File: config.mk
export PLATFORM = sky130hd
export DESIGN_NAME = run_length_detector
export DESIGN_NICKNAME = d
export VERILOG_FILES = /design/src/rtl/run_length_detector.sv
export SDC_FILE = /design/constraint.sdc
export NUM_CORES = 1
export LEC_CHECK = 0
export ABC_CLOCK_PERIOD_IN_PS = 6490
export BUFFER_PORTS_ARGS = -buffer_cell sky130_fd_sc_hd__buf_2
export CAP_MARGIN = 25
export CORE_ASPECT_RATIO = 0.75
export CORE_MARGIN = 2
export CORE_UTILIZATION = 51
export CTS_CLUSTER_DIAMETER = 150
export DETAILED_ROUTE_END_ITERATION = 7
export PLACE_DENSITY_LB_ADDON = 0.05
export SLEW_MARGIN = 15
export SYNTH_ARGS = -nofsm -noshare
export SYNTH_HDL_FRONTEND = slang
export SYNTH_SLANG_ARGS = --single-unit
File: constraint.sdc
create_clock -name clk -period 6.49 [get_ports clk]
set_input_delay 0.3245 -clock clk [delete_from_list [all_inputs] [get_ports clk]]
set_output_delay 0.3245 -clock clk [all_outputs]
set_load 0.03 [all_outputs]
File: src/rtl/run_length_detector.sv
// run_length_detector
//   Flags when the same W-bit symbol has been seen on RUN_LEN consecutive
//   valid samples. Runs may be counted overlapping or non-overlapping, and
//   may optionally be restricted to a single target symbol. All outputs are
//   registered; a hit shows up on the edge that samples the qualifying x.
//
// Ports
//   clk, rst       clock, synchronous active-high reset
//   in_valid       x is a sample this cycle (gaps hold the run)
//   x              input symbol
//   non_overlap    0: every sample at/after RUN_LEN hits, 1: hit every RUN_LEN
//   target_en      restrict hits to runs of target
//   target         symbol to match when target_en=1
//   hit_clr        synchronous clear of hit_cnt (wins over a same-cycle hit)
//   y              registered one-cycle-per-hit flag
//   run_len        length of the current run, saturating
//   run_sym        symbol of the current run
//   hit_cnt        saturating hit counter
module run_length_detector #(
    parameter int W       = 1,
    parameter int RUN_LEN = 3,
    parameter int CNT_W   = 8,
    parameter int HIT_W   = 16
) (
    input  logic             clk,
    input  logic             rst,
    input  logic             in_valid,
    input  logic [W-1:0]     x,
    input  logic             non_overlap,
    input  logic             target_en,
    input  logic [W-1:0]     target,
    input  logic             hit_clr,
    output logic             y,
    output logic [CNT_W-1:0] run_len,
    output logic [W-1:0]     run_sym,
    output logic [HIT_W-1:0] hit_cnt
);

    localparam logic [CNT_W-1:0] RL      = CNT_W'(RUN_LEN);
    localparam logic [CNT_W-1:0] ONE     = CNT_W'(1);
    localparam logic [CNT_W-1:0] LEN_MAX = {CNT_W{1'b1}};
    localparam logic [HIT_W-1:0] HIT_MAX = {HIT_W{1'b1}};

    typedef enum logic {IDLE, RUN} state_t;

    state_t             state, state_n;
    logic [CNT_W-1:0]   ph, ph_n;
    logic [CNT_W-1:0]   run_len_n;
    logic [W-1:0]       run_sym_n;
    logic [HIT_W-1:0]   hit_cnt_n;
    logic               y_n;

    logic               new_run, sym_ok, hit;
    logic [CNT_W-1:0]   n, p;

    always_ff @(posedge clk) begin
        if (rst) begin
            state   <= IDLE;
            y       <= 1'b0;
            run_len <= '0;
            run_sym <= '0;
            ph      <= '0;
            hit_cnt <= '0;
        end else begin
            state   <= state_n;
            y       <= y_n;
            run_len <= run_len_n;
            run_sym <= run_sym_n;
            ph      <= ph_n;
            hit_cnt <= hit_cnt_n;
        end
    end

    always_comb begin
        state_n   = state;
        y_n       = 1'b0;
        run_len_n = run_len;
        run_sym_n = run_sym;
        ph_n      = ph;
        hit_cnt_n = hit_cnt;

        // Candidate run length / phase if the current x is accepted.
        new_run = (state == IDLE) || (x != run_sym);
        n       = new_run ? ONE : ((run_len == LEN_MAX) ? LEN_MAX : run_len + ONE);
        p       = new_run ? ONE : ((ph >= RL) ? RL : ph + ONE);
        sym_ok  = !target_en || (x == target);
        hit     = sym_ok && (non_overlap ? (p == RL) : (n >= RL));

        if (in_valid) begin
            state_n   = RUN;
            run_sym_n = x;
            run_len_n = n;
            y_n       = hit;
            // Non-overlap restarts the phase after each hit so the next hit
            // needs a fresh RUN_LEN samples; overlap keeps p saturated.
            ph_n      = (non_overlap && hit) ? '0 : p;
            if (hit && (hit_cnt != HIT_MAX))
                hit_cnt_n = hit_cnt + HIT_W'(1);
        end

        if (hit_clr)
            hit_cnt_n = '0;
    end

endmodule

# Word-level counts from Yosys, hierarchy flattened
# Index checks and enable logic that the tools add are counted.
[classes] n_eq_ne=5 n_reduce_logical=9 bitwise=2 n_addsub=3 magnitude_cmp=2 mux=6
[op_table] cell="$mux 8" count=5
[op_table] cell="$add 16x1->16 const B" count=1
[op_table] cell="$add 8x1->8 const B" count=2
[op_table] cell="$ge 8x2->1 const B" count=2
[op_table] cell="$ne 16x16->1 const B" count=1
[op_table] cell="$eq 8x2->1 const B" count=1
[op_table] cell="$eq 8x8->1 const B" count=1
[op_table] cell="$reduce_or 2->1" count=2
[op_table] cell="$logic_and 1x1->1" count=3
[op_table] cell="$logic_or 1x1->1" count=2
[op_table] cell="$not 1->1" count=2
[op_table] cell="$reduce_and 2->1" count=1
[op_table] cell="$eq 1x1->1" count=1
[op_table] cell="$logic_not 1->1" count=1
[op_table] cell="$mux 1" count=1
[op_table] cell="$ne 1x1->1" count=1
[totals] output_inout_bits=26 inputBits=8 ff_bits=35 elab_cells=33

# Logic depth before layout (Yosys ltp)
[depth] ltp_word=8 depth_mapped=10 depth_no_buf=7

# Worst setup path before layout
# OpenSTA, ideal clock, no wires.
[synth_timing] path_type="flip-flop to flip-flop" from="register run_len[0]" to="register hit_cnt[3]" arrival_ns=2.400 required_time_ns=6.420 setup_ns=0.070 synth_period_minus_slack_ns=2.469 path_buffers=3 slack_ns=4.021 stages_incl_launch_ff=11 path_cell_list="dfxtp_1 -> ha_1 -> buf_2 -> nand4_1 -> o311ai_0 -> o21bai_1 -> a2111oi_4 -> buf_6 -> buf_4 -> o21ai_0 -> a21oi_1"
[synth_via] elab_chain_len=8 word_cells_on_any_way=9 classes_between="add/sub: 1; order compare: 1; eq/ne: 1; mux: 3; reduce/logical: 3"
[synth_rtl] element="from (decl)" line="34" text="output logic [CNT_W-1:0] run_len,"
[synth_rtl] element="from (signal assigned)" line="67" text="run_len <= run_len_n;"
[synth_rtl] element="$add 8x1->8 or $eq 8x8->1 (tied branches)" line="84" text="n = new_run ? ONE : ((run_len == LEN_MAX) ? LEN_MAX : run_len + ONE);"
[synth_rtl] element="$mux 8 (*) (2 in a row)" line="84"
[synth_rtl] element="$ge 8x2->1 (*)" line="87" text="hit = sym_ok && (non_overlap ? (p == RL) : (n >= RL));"
[synth_rtl] element="$mux 1 (*)" line="87"
[synth_rtl] element="$logic_and 1x1->1 (*)" line="87"
[synth_rtl] element="$logic_and 1x1->1 (*)" line="97" text="if (hit && (hit_cnt != HIT_MAX))"
[synth_rtl] element="$reduce_and 2->1 (no line) (*)"
[synth_rtl] element="to (signal assigned)" line="70" text="hit_cnt <= hit_cnt_n;"
[synth_rtl] element="to (decl)" line="36" text="output logic [HIT_W-1:0] hit_cnt"
# Every way passes the cells marked *; elsewhere a longest branch is shown, timed or not.
# A chain may end at the register's enable or synchronous reset.

# Worst setup path after layout
[layout_timing] from="register ph[0]" to="register hit_cnt[13]"
[layout_via] elab_chain_len=8 word_cells_on_any_way=9 classes_between="add/sub: 1; order compare: 1; eq/ne: 1; mux: 3; reduce/logical: 3"
[layout_rtl] element="from (decl)" line="47" text="logic [CNT_W-1:0] ph, ph_n;"
[layout_rtl] element="from (signal assigned)" line="69" text="ph <= ph_n;"
[layout_rtl] element="$add 8x1->8 or $ge 8x2->1 (tied branches)" line="85" text="p = new_run ? ONE : ((ph >= RL) ? RL : ph + ONE);"
[layout_rtl] element="$mux 8 (*) (2 in a row)" line="85"
[layout_rtl] element="$eq 8x2->1 (*)" line="87"
[layout_rtl] element="$mux 1 (*)" line="87"
[layout_rtl] element="$logic_and 1x1->1 (*)" line="87"
[layout_rtl] element="$logic_and 1x1->1 (*)" line="97"
[layout_rtl] element="$reduce_and 2->1 (no line) (*)"
# Marked as above.

==> impl_metrics.py <==
metrics = {
    "status": {
        "status": "complete, no violations",
    },
    "synthesis": {
        "async_reset_ff_share_pct": 0,
        "yosys.area.top_type_share_pct": 37.8,
        "ys.warnings.count": 0,
        "synthTopCellsByArea": "dfxtp_1, a21oi_1, o31ai_1",
        "ys_ff_latch": 35,
        "synth_common_cells": "dfxtp_1, a21oi_1, nand2_1",
        "synth_edf_count": 0,
        "ys_types": 47,
        "ys.flop_type": "dfxtp_1",
        "yosysTopAreaCell": "dfxtp_1",
        "synthesis.area_um2": 1860,
        "post-synth-top-count-cell": "dfxtp_1",
        "ys_seq_area_share_pct": 37.8,
        "syn-instance-count": 217,
        "syn_nets": 228,
        "syn_area_per_cell_um2": 8.55,
    },
    "place": {
        "globalplace.congestion": 0.809,
        "hpwl_um": 3050,
        "portBuffers": 33,
    },
    "timing": {
        "slew_viol_final": 0,
        "grt_setup_unrepaired": "no",
        "worstMarginPinSlew_ps": 664,
        "period_needed_ps": 2570,
        "final-hold-violation-count": 0,
        "setup_viol": 0,
        "finalSetupTns_ps": 0,
        "clock.fmax_mhz": 389,
        "timing.final.crit_share_pct": 39.6,
        "relSlewSlack_pct": 55.7,
        "finClkSkew_ps": 9.83,
    },
    "critical_path": {
        "critical-path-max-stage-delay_ps": 610,
        "worstRegToRegCells": 7,
        "worst-setup-path-type": "register to register",
        "required_ps": 6700,
        "crit_slowest_cell": "or4_1",
        "path_cells": "ha_1 -> inv_1 -> o2111ai_1 -> nor4b_4 -> nand2_1 -> or4_1 -> a21oi_1",
        "path_max_fanout": 24,
        "r2r-start": "ph[0]",
        "cp_top_family": "simple AND/OR/NAND/NOR gates",
        "timing.critical_path.buf_inv": 1,
        "critical_path_arrival_ps": 2780,
        "worst_setup_path_start_kind": "register",
        "crit_start": "ph[0]",
        "crit_cells": 7,
        "end_kind": "register",
    },
    "finish": {
        "areaGrowthSynthToFinish_pct": 14.0,
        "fillerInstances": 299,
        "diodes": 0,
        "multiInputGateArea_um2": 1060,
        "postLayoutCoreUtil_pct": 62.6,
        "layout.nets": 254,
        "drive_gt1_share_pct": 20.5,
        "seqCellArea_um2": 701,
    },
    "grt": {
        "grt_pass1_vias": 1493,
        "grt_overflow": 0,
        "grt_first_pass_wirelength_um": 6920,
        "antenna_found_initial": 0,
        "grtUsageTotal_pct": 21.2,
        "grt_max_degree": 34,
    },
    "cts": {
        "cts_tree": "done",
        "clk_latency_ps": 280,
        "cts_max_level": 2,
        "cts_buffers": 5,
        "cts_buffer_depth": 2,
        "cts_resized": 0,
        "clkSlewWorstSetupHoldPaths_ps": 80,
        "clock-sinks": 35,
        "root_buffer": "clkbuf_8",
        "postCtsSetupBuffers": 0,
        "hold_buffers": 0,
    },
    "worst_hold_path": {
        "hp-start": "hit_clr",
        "hp-class": "input pin to register",
        "hold_depth": 3,
    },
    "floorplan": {
        "die_y_um": 56.2,
        "die-area_um2": 4140,
        "start_util_pct": 54.9,
        "die_x_um": 73.7,
        "ios": 34,
        "rows": 18,
        "coreArea_um2": 3380,
    },
    "detailed_routing": {
        "detail-route-antenna-nets": 0,
        "wirelength_um": 4270,
        "dr.pass1.iters": 4,
        "wl_per_cell_um": 15.0,
        "drc": 0,
        "vias": 1799,
        "vias_per_cell": 6.33,
        "drtIter0Drc": 119,
    },
    "power": {
        "p_leak_nw": 0.765,
        "ir_drop_uv": 149,
        "p_per_area_nw_per_um2": 213,
    },
    "job": {
        "drv_cap": 0,
    },
}
registers in the layout, indices dropped and copies added (netlist names):
register	flops
hit_cnt	16
ph	8
run_len	8
run_sym	1
state	1
y	1
cell usage in the layout (no fill, tap or decap), drive strengths merged, types with 5 or more instances in the layout:
cell type / Yosys / final
a31oi: 5 / 5
o211ai: 5 / 5
and2: 7 / 7
dfxtp: 35 / 35
or4: 11 / 11
nor2: 11 / 11
o21ai: 5 / 5
nand3: 8 / 8
nand4: 7 / 7
nand2: 20 / 20
inv: 5 / 5
a21oi: 20 / 20
buf: 10 / 34
o31ai: 12 / 12
clkbuf: 5 / 5
tightest hold or removal path, delay by kind of cell:
family,cells,cell delay (ps)
buffers and inverters,1,90
AOI/OAI and AO/OA,1,50
and+or+nand+nor,1,90
where the power goes:
part / switching [mW] / internal [mW] / total, mW
combinational: 0.0243 / 0.0117 / 0.0359
clock: 0.0806 / 0.114 / 0.195
sequential: 0.00323 / 0.217 / 0.220
final cells by class:
cell class	count	share of cell area [%]
Multi-Input combinational cell	162	50.1
Inverter	5	0.887
Tap cell	40	2.37
Sequential cell	35	33.1
Clock buffer	5	3.25
Clock inverter	3	2.07
Timing Repair Buffer	34	8.16
metal layers:
| layer | routed length [µm] | global-route usage, % | vias up |
|---|---|---|---|
| li1 | - | - | 893 |
| met1 | 2120 | 33.1 | 842 |
| met2 | 1810 | 27.7 | 59 |
| met3 | 307 | 4.89 | 5 |
| met4 | 35 | 7.01 | 0 |
| met5 | 0 | 0 | - |
stage by stage:
| step | cells | total power [mW] | hold slack [ps] | setup slack [ps] | instance area (µm²) |
|---|---|---|---|---|---|
| 2_1_floorplan | 217 | 0.253 | 430 | 4020 | 1860 |
| 3_3_place_gp | 276 | 0.260 | 444 | 4010 | 2000 |
| 3_5_place_dp | 276 | 0.261 | 447 | 3910 | 2000 |
| 4_1_cts | 284 | 0.454 | 320 | 3910 | 2120 |
| 5_1_grt | 284 | 0.469 | 336 | 3630 | 2120 |
| 6_report | 284 | 0.451 | 326 | 3920 | 2120 |
cell families after synthesis:
group | count (synthesis) | synth area share [%]
buffers and inverters | 20 | 5.06
xor gates and xnor gates | 1 | 0.472
AOI/OAI and AO/OA | 64 | 24.6
adders and majority gates | 3 | 2.02
DFF | 35 | 37.8
and+or+nand+nor | 92 | 29.0
muxes | 2 | 1.08
path summary, 6_finish.rpt:
kind                 end  slack (ps)
max          hit_cnt[13]        3920
min           hit_cnt[5]         330
min reg2reg        ph[7]         470
max reg2reg  hit_cnt[13]        3920
(Power assumes the default switching activity.)
